--- src/rtl/vend_sequencer.sv ---
// vend_sequencer: coin-slot front end for the vending datapath.
// Grants one coin per cycle round-robin across NSLOT acceptors and
// accumulates credit. Once credit reaches PRICE it runs a dispense
// handshake, then pays the remainder back one 5rs coin per chg_ack.
// If an ack does not arrive within TIMEOUT cycles the block latches
// FAULT, which only reset clears.
// Optional feature: define REFUND_EN to add the cancel input. A cancel
// in COLLECT with nonzero credit refunds the whole credit through the
// change handshake.
module vend_sequencer #(
  parameter int NSLOT   = 2,
  parameter int PRICE   = 15,
  parameter int CW      = 6,
  parameter int TIMEOUT = 255
) (
  input  logic               clk,
  input  logic               reset,
  input  logic [NSLOT-1:0]   coin_valid,
  input  logic [2*NSLOT-1:0] coin_code,
  output logic [NSLOT-1:0]   coin_grant,
  output logic               disp_req,
  input  logic               disp_ack,
  output logic               chg_req,
  input  logic               chg_ack,
  output logic [CW-1:0]      credit,
  output logic               busy,
  output logic               fault
`ifdef REFUND_EN
  ,
  input  logic               cancel
`endif
);

  localparam int PW = (NSLOT > 1) ? $clog2(NSLOT) : 1;
  localparam int TW = (TIMEOUT > 1) ? $clog2(TIMEOUT + 1) : 1;
  localparam logic [CW-1:0] PRICE_C = CW'(PRICE);
  localparam logic [CW-1:0] FIVE_C  = CW'(5);
  localparam logic [TW-1:0] TLAST   = TW'(TIMEOUT - 1);

  typedef enum logic [1:0] {
    ST_COLLECT  = 2'd0,
    ST_DISPENSE = 2'd1,
    ST_CHANGE   = 2'd2,
    ST_FAULT    = 2'd3
  } state_t;

  state_t          state_q, state_d;
  logic [CW-1:0]   credit_q, credit_d;
  logic [PW-1:0]   rr_q, rr_d;
  logic [TW-1:0]   timer_q, timer_d;
  logic            disp_req_q, disp_req_d;
  logic            chg_req_q, chg_req_d;
  logic            busy_q, busy_d;
  logic            fault_q, fault_d;

  logic            found;
  logic [NSLOT-1:0] sel_oh;
  logic [1:0]      sel_code;
  logic [PW-1:0]   sel_idx;
  logic [CW-1:0]   coin_val;
  logic [CW-1:0]   sum;
  logic [CW-1:0]   left;
  logic            refund;
  logic            take_coin;

  // Round-robin pick: the lowest valid slot overall is the fallback, and the
  // lowest valid slot at or above rr_q overrides it. This is the same as
  // searching from rr_q with wrap-around.
  always_comb begin
    found    = 1'b0;
    sel_oh   = '0;
    sel_code = 2'b00;
    sel_idx  = '0;
    for (int i = NSLOT - 1; i >= 0; i--) begin
      if (coin_valid[i]) begin
        found     = 1'b1;
        sel_oh    = '0;
        sel_oh[i] = 1'b1;
        sel_code  = coin_code[2*i +: 2];
        sel_idx   = PW'(i);
      end
    end
    for (int i = NSLOT - 1; i >= 0; i--) begin
      if (coin_valid[i] && (i >= int'(rr_q))) begin
        found     = 1'b1;
        sel_oh    = '0;
        sel_oh[i] = 1'b1;
        sel_code  = coin_code[2*i +: 2];
        sel_idx   = PW'(i);
      end
    end
  end

  // Coin value of the selected slot. Invalid codes are still flushed but add nothing.
  always_comb begin
    case (sel_code)
      2'b01:   coin_val = CW'(5);
      2'b10:   coin_val = CW'(10);
      default: coin_val = '0;
    endcase
  end

`ifdef REFUND_EN
  assign refund = (state_q == ST_COLLECT) && cancel && (credit_q != '0);
`else
  assign refund = 1'b0;
`endif

  assign take_coin  = (state_q == ST_COLLECT) && found && !refund;
  // Grants are combinational. They are forced low while reset is held.
  assign coin_grant = (take_coin && reset) ? sel_oh : '0;
  assign sum        = credit_q + coin_val;

  // Next-state and registered-output computation for the sequencer FSM
  always_comb begin
    state_d    = state_q;
    credit_d   = credit_q;
    rr_d       = rr_q;
    timer_d    = timer_q;
    disp_req_d = disp_req_q;
    chg_req_d  = chg_req_q;
    busy_d     = busy_q;
    fault_d    = fault_q;
    left       = credit_q - PRICE_C;
    case (state_q)
      ST_COLLECT: begin
        timer_d = '0;
        if (refund) begin
          state_d   = ST_CHANGE;
          chg_req_d = 1'b1;
          busy_d    = 1'b1;
        end else if (take_coin) begin
          credit_d = sum;
          rr_d     = (sel_idx == PW'(NSLOT - 1)) ? '0 : sel_idx + PW'(1);
          if (sum >= PRICE_C) begin
            state_d    = ST_DISPENSE;
            disp_req_d = 1'b1;
            busy_d     = 1'b1;
          end
        end
      end
      ST_DISPENSE: begin
        if (disp_ack) begin
          disp_req_d = 1'b0;
          timer_d    = '0;
          credit_d   = left;
          if (left != '0) begin
            state_d   = ST_CHANGE;
            chg_req_d = 1'b1;
          end else begin
            state_d = ST_COLLECT;
            busy_d  = 1'b0;
          end
        end else if (timer_q == TLAST) begin
          state_d    = ST_FAULT;
          disp_req_d = 1'b0;
          busy_d     = 1'b0;
          fault_d    = 1'b1;
        end else begin
          timer_d = timer_q + TW'(1);
        end
      end
      ST_CHANGE: begin
        if (chg_ack) begin
          timer_d  = '0;
          credit_d = credit_q - FIVE_C;
          if (credit_q == FIVE_C) begin
            state_d   = ST_COLLECT;
            chg_req_d = 1'b0;
            busy_d    = 1'b0;
          end
        end else if (timer_q == TLAST) begin
          state_d   = ST_FAULT;
          chg_req_d = 1'b0;
          busy_d    = 1'b0;
          fault_d   = 1'b1;
        end else begin
          timer_d = timer_q + TW'(1);
        end
      end
      ST_FAULT: begin
        // Parked until reset. Credit stays frozen for diagnosis.
        disp_req_d = 1'b0;
        chg_req_d  = 1'b0;
        busy_d     = 1'b0;
        fault_d    = 1'b1;
      end
      default: state_d = ST_FAULT;
    endcase
  end

  // State and registered-output flops. Async reset drops any request in flight.
  always_ff @(posedge clk or negedge reset) begin
    if (!reset) begin
      state_q    <= ST_COLLECT;
      credit_q   <= '0;
      rr_q       <= '0;
      timer_q    <= '0;
      disp_req_q <= 1'b0;
      chg_req_q  <= 1'b0;
      busy_q     <= 1'b0;
      fault_q    <= 1'b0;
    end else begin
      state_q    <= state_d;
      credit_q   <= credit_d;
      rr_q       <= rr_d;
      timer_q    <= timer_d;
      disp_req_q <= disp_req_d;
      chg_req_q  <= chg_req_d;
      busy_q     <= busy_d;
      fault_q    <= fault_d;
    end
  end

  assign disp_req = disp_req_q;
  assign chg_req  = chg_req_q;
  assign credit   = credit_q;
  assign busy     = busy_q;
  assign fault    = fault_q;

endmodule

--- config.mk ---
export PLATFORM = sky130hd
export DESIGN_NAME = vend_sequencer
export DESIGN_NICKNAME = d
export VERILOG_FILES = /design/src/rtl/vend_sequencer.sv
export SDC_FILE = /design/constraint.sdc
export NUM_CORES = 1
export LEC_CHECK = 0
export BUFFER_PORTS_ARGS = -buffer_cell sky130_fd_sc_hd__clkbuf_2
export CELL_PAD_IN_SITES_DETAIL_PLACEMENT = 0
export CELL_PAD_IN_SITES_GLOBAL_PLACEMENT = 1
export CORE_MARGIN = 5
export CORE_UTILIZATION = 39
export CTS_CLUSTER_DIAMETER = 80
export CTS_CLUSTER_SIZE = 30
export DETAILED_ROUTE_END_ITERATION = 10
export PLACE_DENSITY = 0.72
export SLEW_MARGIN = 10
export SYNTH_ARGS = -nofsm -noshare
export SYNTH_HDL_FRONTEND = slang
export SYNTH_SLANG_ARGS = --single-unit
--- constraint.sdc ---
create_clock -name clk -period 2.6 [get_ports clk]
set_input_delay 0.26 -clock clk [delete_from_list [all_inputs] [get_ports clk]]
set_output_delay 0.26 -clock clk [all_outputs]
set_load 0.05 [all_outputs]
Word level (Yosys, flattened, before mapping)
Index checks and enable logic that the tools add are counted.
{ "totals": {"ff_bits": 21, "out_inout_bits": 12, "elab_cells": 98} }
{ "classes": {"add_sub_neg": 5, "order_cmp": 2, "eq_ne": 18, "n_mux": 49, "bitwise_logic": 1, "n_reduce_logical": 15} }
{ "op_table": {"columns": ["op", "n"], "rows": [
  ["two-way mux 2 bit", 13],
  ["two-way mux 8 bit", 3],
  ["case mux 8 bit (3 select lines)", 1],
  ["two-way mux 1 bit", 22],
  ["two-way mux 6 bit", 3],
  ["case mux 6 bit (3 select lines)", 1],
  ["AND reduction 4 bit", 4],
  ["!= test 2 bit (second input constant)", 6],
  ["!= test 3 bit (second input constant)", 4],
  ["case mux 1 bit (3 select lines)", 3],
  ["nonzero test 3 bit", 3],
  ["adder 8 x 1 -> 8 bit (second input constant)", 1],
  ["== test 8 bit (second input constant)", 1],
  ["case mux 4 bit (2 select lines)", 1],
  ["adder 6 bit", 1],
  ["== test 2 bit (second input constant)", 3],
  ["== test 6 x 3 -> 1 bit (second input constant)", 1],
  ["greater-or-equal comparator 6 x 4 -> 1 bit (second input constant)", 1],
  ["case mux 2 bit (3 select lines)", 1],
  ["nonzero test 6 bit", 1],
  ["subtractor 6 x 3 -> 6 bit (second input constant)", 1],
  ["subtractor 6 x 4 -> 6 bit (second input constant)", 1],
  ["AND reduction 5 bit", 1],
  ["== test 2 x 1 -> 1 bit (second input constant)", 2],
  ["other kinds (9)", 11]
]} }

Logic depth before layout (Yosys ltp)
Gate-level depths: netlist (run 1).
{ "logic_depth": {"ltp_word": 10, "ltp_mapped": 13, "depth_no_buf": 13} }

Worst setup path after synthesis (run 1)
No wires, ideal clock.
{ "synth_path": {"path_type": "register to register", "from": "register rr_q", "to": "register state_q[0]", "setup_ns": 0.096, "arrival_time_ns": 2.566, "required_ns": 2.504, "slack_ns": -0.061, "stages_incl_launch_ff": 13, "n_path_buf": 0, "period_less_slack_ns": 2.661, "path_cell_list": "dfrtp_1 -> nand2b_1 -> a32o_2 -> nor2_2 -> xnor2_1 -> ha_1 -> o21ai_0 -> nor3_1 -> o32ai_1 -> a31oi_1 -> nand4_2 -> nor4b_4 -> a311oi_2"} }
{ "synth_via": {"elab_chain_cells": 9, "elab_cells_between_ends": 13, "classes_between": "add/sub: 1; order compare: 2; eq/ne: 4; mux: 3; reduce/logical: 3"} }
{ "synth_rtl": {"columns": ["element", "line", "source"], "rows": [
  ["from (decl)", "49", "logic [PW-1:0] rr_q, rr_d;"],
  ["from (signal assigned)", "206", "rr_q <= rr_d;"],
  ["greater-or-equal comparator 1 bit (*)", "84", "if (coin_valid[i] && (i >= int'(rr_q))) begin"],
  ["logical AND 1 bit (*)", "84", null],
  ["two-way mux 2 bit", "84", null],
  ["== test 2 bit / == test 2 x 1 -> 1 bit (equally long branches)", "96", "case (sel_code)"],
  ["case mux 4 bit (2 select lines)", "96", null],
  ["adder 6 bit", "112", "assign sum = credit_q + coin_val;"],
  ["greater-or-equal comparator 6 x 4 -> 1 bit", "135", "if (sum >= PRICE_C) begin"],
  ["!= test 2 x 1 -> 1 bit (no line)", null, null],
  ["AND reduction 4 bit (no line) (*)", null, null],
  ["to (signal assigned)", "204", "state_q <= state_d;"],
  ["to (decl)", "47", "state_t state_q, state_d;"]
]} }
Every way passes the cells marked *; elsewhere a longest branch is shown, timed or not.
A chain may end at the register's enable or synchronous reset.

Worst setup path after layout (run 1)
Same ends and word-level chain as after synthesis.

==> flow_summary_export.csv, run 1 <==
group,metric,value,unit
timing,finalMaxSlewViolations,0,
global_route,grt_start_max_net_pins,16,
power,seqPwrFrac,20.6,%
timing,worst_pin_slew,0.466,ns
drt,drt_pre_antenna_iters,4,
yosys,synth_top_area_share,28.3,%
timing,tns,-0.0856,ns
yosys,yosys.area_share.adder,8.75,%
finish,fill_cells,464,
drt,vias,1832,
drt,dr.first_iter.drc_count,105,
job,cap_violations,0,
yosys,synth_xor_area_share,4.71,%
critical_path,crit_type,"register to register",
timing,finalCritPeriodShare,102,%
global_route,grt_pass1_vias,1806,
yosys,synth_cells,238,
yosys,syn_area,0.00186,sq mm
power,intPower,0.00129,W
outcome,outcome,"complete, but fails checks",
drt,routed_wl,5140,um
floorplanning,io_pins,22,
finish,final_common_cell,"buf_4",
clock_network,root_buffer,"clkbuf_8",
yosys,synth_compound_area_share,28.4,%
yosys,synth_edf_count,0,
place,hpwl,3970,um
yosys,synthFlopType,"dfrtp_1",
power,leakagePower,1.04,nW
yosys,ys_seq_area_share,28.3,%
critical_path,start_kind,"register",
worst_hold_path,whs_endpoint,"fault$_DFFE_PN0P_",
yosys,yosysUniqueCellTypes,48,
drt,viasPerCell,5.47,
drt,remaining_drc_errors,0,
timing,max-slew-margin-rel,68.7,%
timing,hold_violations,0,
worst_hold_path,min_path_type,"primary input to register",
timing,setup_slack,-0.0557,ns
global_route,grt.overflow.total,0,
worst_hold_path,worstHoldStart,"disp_ack",
timing,fin_skew,0.00310,ns
floorplanning,coreArea,0.00466,sq mm
floorplanning,fp.dieW,79.0,um
timing,setup_violations,2,
yosys,yosysTopAreaCell,"dfrtp_1",
clock_network,path_clk_slew,0.08,ns
floorplanning,die_area,0.00625,sq mm
critical_path,ff2ff_path_depth,14,
clock_network,ctsHtreeMaxLevel,1,
clock_network,cts_tree,"built",
timing,rsz0062_at_grt,"true",
yosys,synth_top_family_by_area,"compound AO/OA/AOI/OAI gates",
clock_network,cts_buffers,3,
yosys,synthesis.nets,261,
power,combPwrFrac,71.1,%
yosys,synth_area_leaders,"dfrtp_1 (28%), ha_1 (8.7%), o21ai_0 (7.5%)",
drt,wl_per_cell,15.3,um
timing,period_needed,2.66,ns
finish,fin_util,50.8,%
place,place_ws,-0.193,ns
clock_network,cts.sinks,21,
finish,area_growth,27.3,%
critical_path,r2r_slack,-0.06,ns
clock_network,clock_path_buffers,2,
yosys,async_reset_ff_share,100,%
power,p_per_area,1140,mW/mm^2
critical_path,crit_required,2.78,ns
floorplanning,start_util,39.9,%
power,switching_share,52.5,%
floorplanning,row_count,25,
outcome,violations,"negative setup slack",
global_route,gr-usage-all-layers,17.6,%
worst_hold_path,min_delay_path_depth,4,
critical_path,arrival,2.84,ns
power,pwr-share-clk,8.3,%
critical_path,end_kind,"register",
yosys,ys_warn_count,0,
drt,antenna_left,0,
global_route,grt_antenna_before_repair,0,
finish,nets,305,
global_route,grt_pass1_wl,8780,um
yosys,synth_mux_area_share,1.62,%
power,power_switching,0.00142,W
finish,layout_common_cells,"buf_4 (30), o21ai_0 (27), nand2_1 (24)",
floorplanning,die_y,79.0,um
critical_path,reg2reg_from,"rr_q$_DFFE_PN0P_",
critical_path,critPathMaxFanout,7,
place,portBuffers,21,
yosys,syn_area_per_cell,7.81,sq um
finish,antenna-diode-count,0,
place,gp_congestion,0.837,
finish,final_cell_count_no_fill,335,
finish,drive_above_1_share,29.9,%
yosys,synth-simple-area-share,21.9,%
timing,fmax,377,MHz
power,ir_worst_vdd,0.493,mV
yosys,ys_ff_latch,21,
place,place_inst,326,
clock_network,insertion_delay,0.27,ns
critical_path,r2r-end,"state_q[0]$_DFFE_PN0P_",
[flip-flops by register name (all words and copies together), names as in the netlist]
| register | flops |
|---|---|
| rr_q | 1 |
| busy | 1 |
| state_q | 2 |
| disp_req | 1 |
| chg_req | 1 |
| credit | 6 |
| timer_q | 8 |
| fault | 1 |
[metal layers]
layer	track usage [%]	up-vias	wire [um]
li1	-	939	-
met1	24.6	861	2590
met2	28.5	27	2330
met3	2.27	5	156
met4	4.64	0	63
met5	0	-	0
[per-stage QoR]
stage	power (W)	hold WS (ns)	instance area, sq um
after floorplan	0.00187	-0.0356	1890
final	0.00271	0.323	2370
after global routing	0.00294	0.360	2370
after global placement	0.00237	0.130	2220
after CTS	0.00267	0.327	2320
after detailed placement	0.00239	0.128	2220
[worst max-delay path by stage]
| stage | from | endpoint | slack, ns |
|---|---|---|---|
| 6_report | rr_q$_DFFE_PN0P_ | state_q[0]$_DFFE_PN0P_ | -0.06 |
| 5_1_grt | rr_q$_DFFE_PN0P_ | state_q[0]$_DFFE_PN0P_ | -0.23 |
| 4_1_cts | rr_q$_DFFE_PN0P_ | state_q[0]$_DFFE_PN0P_ | -0.07 |
| 3_5_place_dp | coin_valid[0] | state_q[0]$_DFFE_PN0P_ | -0.19 |
| 3_3_place_gp | coin_valid[0] | state_q[0]$_DFFE_PN0P_ | -0.07 |
| 2_1_floorplan | rr_q$_DFFE_PN0P_ | state_q[0]$_DFFE_PN0P_ | 0.02 |
[Yosys cell counts, types with 2 or more instances]
master and count:
a31oi_1 4, a22oi_1 2, clkbuf_1 12, inv_1 17
nand3_1 8, ha_1 13, nand2_1 24, a21boi_2 2
buf_2 2, or3_1 3, nor2_1 18, dfrtp_1 21
xnor2_1 6, o211ai_1 4, nand2b_1 5, a32oi_1 2
a21oi_1 18, mux2i_1 3, a32o_2 2, nor3_1 8
and3_1 3, or2_2 2, o21ai_1 2, o31ai_1 2
o2bb2ai_1 2, xor2_1 4, o21ai_0 28
[worst max-delay path, cell delays in order (launching register included)]
cell	delay, ns
dfrtp_1	0.43
nand2b_4	0.18
a32o_2	0.28
nor2_4	0.12
xnor2_2	0.08
ha_2	0.19
buf_6	0.12
inv_4	0.05
o21ai_2	0.05
a22oi_2	0.24
xnor2_2	0.15
o2111ai_2	0.18
nand4_4	0.16
a21oi_1	0.09
a311oi_2	0.25
[power groups by stage]
| stage | registers (W) | clock network [W] | logic (W) |
|---|---|---|---|
| detailed placement | 0.000562 | 0 | 0.00183 |
| finish | 0.000557 | 0.000226 | 0.00193 |
| CTS | 0.000559 | 0.000232 | 0.00188 |
| floorplan | 0.000792 | 0 | 0.00108 |
| global placement | 0.000559 | 0 | 0.00181 |
| global route | 0.000576 | 0.000246 | 0.00212 |
[area by class of cell]
cell class / count / area [sq um] / area share, %
Clock buffer: 3 / 41.3 / 1.74
Tap cell: 54 / 67.6 / 2.85
Sequential cell: 21 / 527 / 22.3
Timing Repair Buffer: 53 / 352 / 14.9
Inverter: 17 / 66.3 / 2.80
Clock inverter: 1 / 5.00 / 0.211
Multi-Input combinational cell: 186 / 1310 / 55.3
[cell families after synthesis]
logic type	Yosys count
xor+xnor	10
compound gates	80
flops	21
buf+inv	31
mux	3
simple gates	80
fa+ha+maj	13
[repair_timing]
| item | in CTS | in global routing |
|---|---|---|
| hold endpoints to repair | 6 | 0 |
| pin swaps | 6 | 8 |
| buffers inserted | 2 | 2 |
| hold buffers | 1 | 0 |
| setup endpoints to repair | 4 | 5 |
| gates cloned | 0 | 0 |
| gates resized for setup | 4 | 9 |
Power figures use the tool's default switching activity.
==> run 2: changes to the inputs <==
--- a/config.mk
+++ b/config.mk
@@ -5,7 +5,7 @@
 export SDC_FILE = /design/constraint.sdc
 export NUM_CORES = 1
 export LEC_CHECK = 0
-export BUFFER_PORTS_ARGS = -buffer_cell sky130_fd_sc_hd__clkbuf_2
+export BUFFER_PORTS_ARGS = -buffer_cell sky130_fd_sc_hd__buf_2
 export CELL_PAD_IN_SITES_DETAIL_PLACEMENT = 0
 export CELL_PAD_IN_SITES_GLOBAL_PLACEMENT = 1
 export CORE_MARGIN = 5
==> flow_summary_export.csv, run 2 (synthesis gave the netlist of run 1 again) <==
group,metric,value,unit
global_route,grt_pass1_wl,8710,um
timing,setup_violations,0,
critical_path,crit_required,2.74,ns
critical_path,reg2reg_from,"rr_q$_DFFE_PN0P_",
finish,multi_input_area,0.00129,sq mm
clock_network,clock_path_buffers,2,
critical_path,crit_buf_inv,1,
global_route,grt_antenna_before_repair,0,
critical_path,crit_end,"state_q[0]$_DFFE_PN0P_",
clock_network,insertion_delay,0.27,ns
global_route,grt_pass1_vias,1857,
finish,drive_above_1_share,28.0,%
clock_network,cts.sinks,21,
timing,setup_slack,0.0167,ns
critical_path,path_cells,"nand2b_4 -> a32o_2 -> nor2_4 -> xnor2_1 -> ha_2 -> buf_4 -> nand2_1 -> a22oi_2 -> xnor2_2 -> o2111ai_2 -> nand4_4 -> nor4b_4 -> a311oi_2",
finish,antenna-diode-count,0,
critical_path,arrival,2.72,ns
clock_network,root_buffer,"clkbuf_8",
global_route,grt_start_max_net_pins,24,
finish,layout_common_cells,"buf_4 (29), o21ai_0 (27), nand2_1 (24)",
timing,fmax,387,MHz
finish,area_growth,25.2,%
timing,fin_skew,0.00215,ns
floorplanning,io_pins,22,
clock_network,cts_tree,"built",
place,hpwl,3800,um
critical_path,crit_slowest_cell,"dfrtp_1",
clock_network,cts_buffers,3,
power,p_per_area,1160,mW/mm^2
place,place_inst,326,
critical_path,critical-path-max-stage-delay,0.42,ns
critical_path,start_kind,"register",
drt,viasPerCell,5.62,
finish,final_common_cell,"buf_4",
timing,finalMaxSlewViolations,0,
timing,period_needed,2.58,ns
drt,vias,1870,
place,portBuffers,21,
finish,regArea,527,sq um
power,ir_worst_vdd,0.516,mV
worst_hold_path,min_path_type,"primary input to register",
global_route,grt.overflow.total,0,
floorplanning,fp.dieW,79.0,um
finish,nets,303,
critical_path,r2r-end,"state_q[0]$_DFFE_PN0P_",
critical_path,worst-path-stages,13,
drt,antenna_left,0,
clock_network,path_clk_slew,0.08,ns
critical_path,crit_type,"register to register",
timing,worst_pin_slew,0.547,ns
floorplanning,row_count,25,
drt,remaining_drc_errors,0,
timing,whs,0.321,ns
job,cap_violations,0,
critical_path,startpoint,"rr_q$_DFFE_PN0P_",
drt,wl_per_cell,15.1,um
floorplanning,coreArea,0.00466,sq mm
critical_path,cp_top_family,"simple AND/OR/NAND/NOR gates",
floorplanning,die_y,79.0,um
finish,fill_cells,447,
critical_path,r2r_slack,0.02,ns
timing,hold_violations,0,
finish,final_cell_count_no_fill,333,
drt,routed_wl,5020,um
global_route,gr-usage-all-layers,17.2,%
power,leakagePower,1.02,nW
place,place_ws,-0.123,ns
drt,drt_pre_antenna_iters,4,
finish,top_register,"timer_q",
place,gp_congestion,0.845,
critical_path,critPathMaxFanout,7,
critical_path,end_kind,"register",
timing,rsz0062_at_grt,"true",
finish,largest_reg_flops,8,
floorplanning,start_util,39.9,%
critical_path,ff2ff_path_depth,13,
timing,finalCritPeriodShare,99.4,%
floorplanning,die_area,0.00625,sq mm
outcome,outcome,"complete, no violations",
drt,dr.first_iter.drc_count,128,
timing,max-slew-margin-rel,63.5,%
clock_network,ctsHtreeMaxLevel,1,
## run 2: cell type report
class | count | share of cell area, %
Clock buffer | 3 | 1.77
Clock inverter | 1 | 0.215
Inverter | 17 | 2.74
Multi-Input combinational cell | 186 | 55.5
Sequential cell | 21 | 22.6
Tap cell | 54 | 2.90
Timing Repair Buffer | 51 | 14.3
## run 2: timing repair
item,4_1_cts,5_1_grt
hold buffers,1,0
pin swaps,8,1
resized for setup,4,3
setup buffers,0,2
endpoints found under the hold margin,21,0
endpoints found under the setup margin,3,5
## run 2: report_power, final
part | switching [W] | total [W] | internal (W)
Combinational | 0.00116 | 0.00190 | 0.000740
Sequential | 0.000131 | 0.000568 | 0.000438
Clock | 0.000122 | 0.000229 | 0.000107
## run 2: worst min path at each step
stage	startpoint	endpoint	slack, ns	cells after the start
floorplan	reset	busy$_DFFE_PN0P_	-0.04	0
global placement	reset	credit[1]$_DFFE_PN0P_	0.28	1
detailed placement	reset	credit[1]$_DFFE_PN0P_	0.28	1
CTS	disp_ack	fault$_DFFE_PN0P_	0.33	4
global route	coin_valid[1]	rr_q$_DFFE_PN0P_	0.34	3
finish	disp_ack	fault$_DFFE_PN0P_	0.32	4
## run 2: per-layer routing
metal | share of wire (%) | up-vias | track usage, %
met3 | 3.0 | 7 | 2.04
met5 | 0 | - | 0
met4 | 1.5 | 0 | 4.98
li1 | - | 938 | -
met2 | 45 | 36 | 28.6
met1 | 50 | 889 | 23.5
## run 2: per-stage QoR
| step | area (sq um) | total power, W | setup TNS (ns) | util (%) |
|---|---|---|---|---|
| floorplan | 1890 | 0.00187 | 0 | - |
| global placement | 2220 | 0.00237 | -0.0616 | 47.7 |
| detailed placement | 2220 | 0.00237 | -0.230 | 47.7 |
| CTS | 2310 | 0.00265 | 0 | 49.5 |
| global route | 2330 | 0.00291 | -0.359 | 50.0 |
| finish | 2330 | 0.00269 | 0 | 50.0 |
## run 2: worst min-delay path, stage by stage
cell and delay (ns):
buf_2 0.09, nand2_1 0.06, o211ai_1 0.09, nand2b_1 0.06
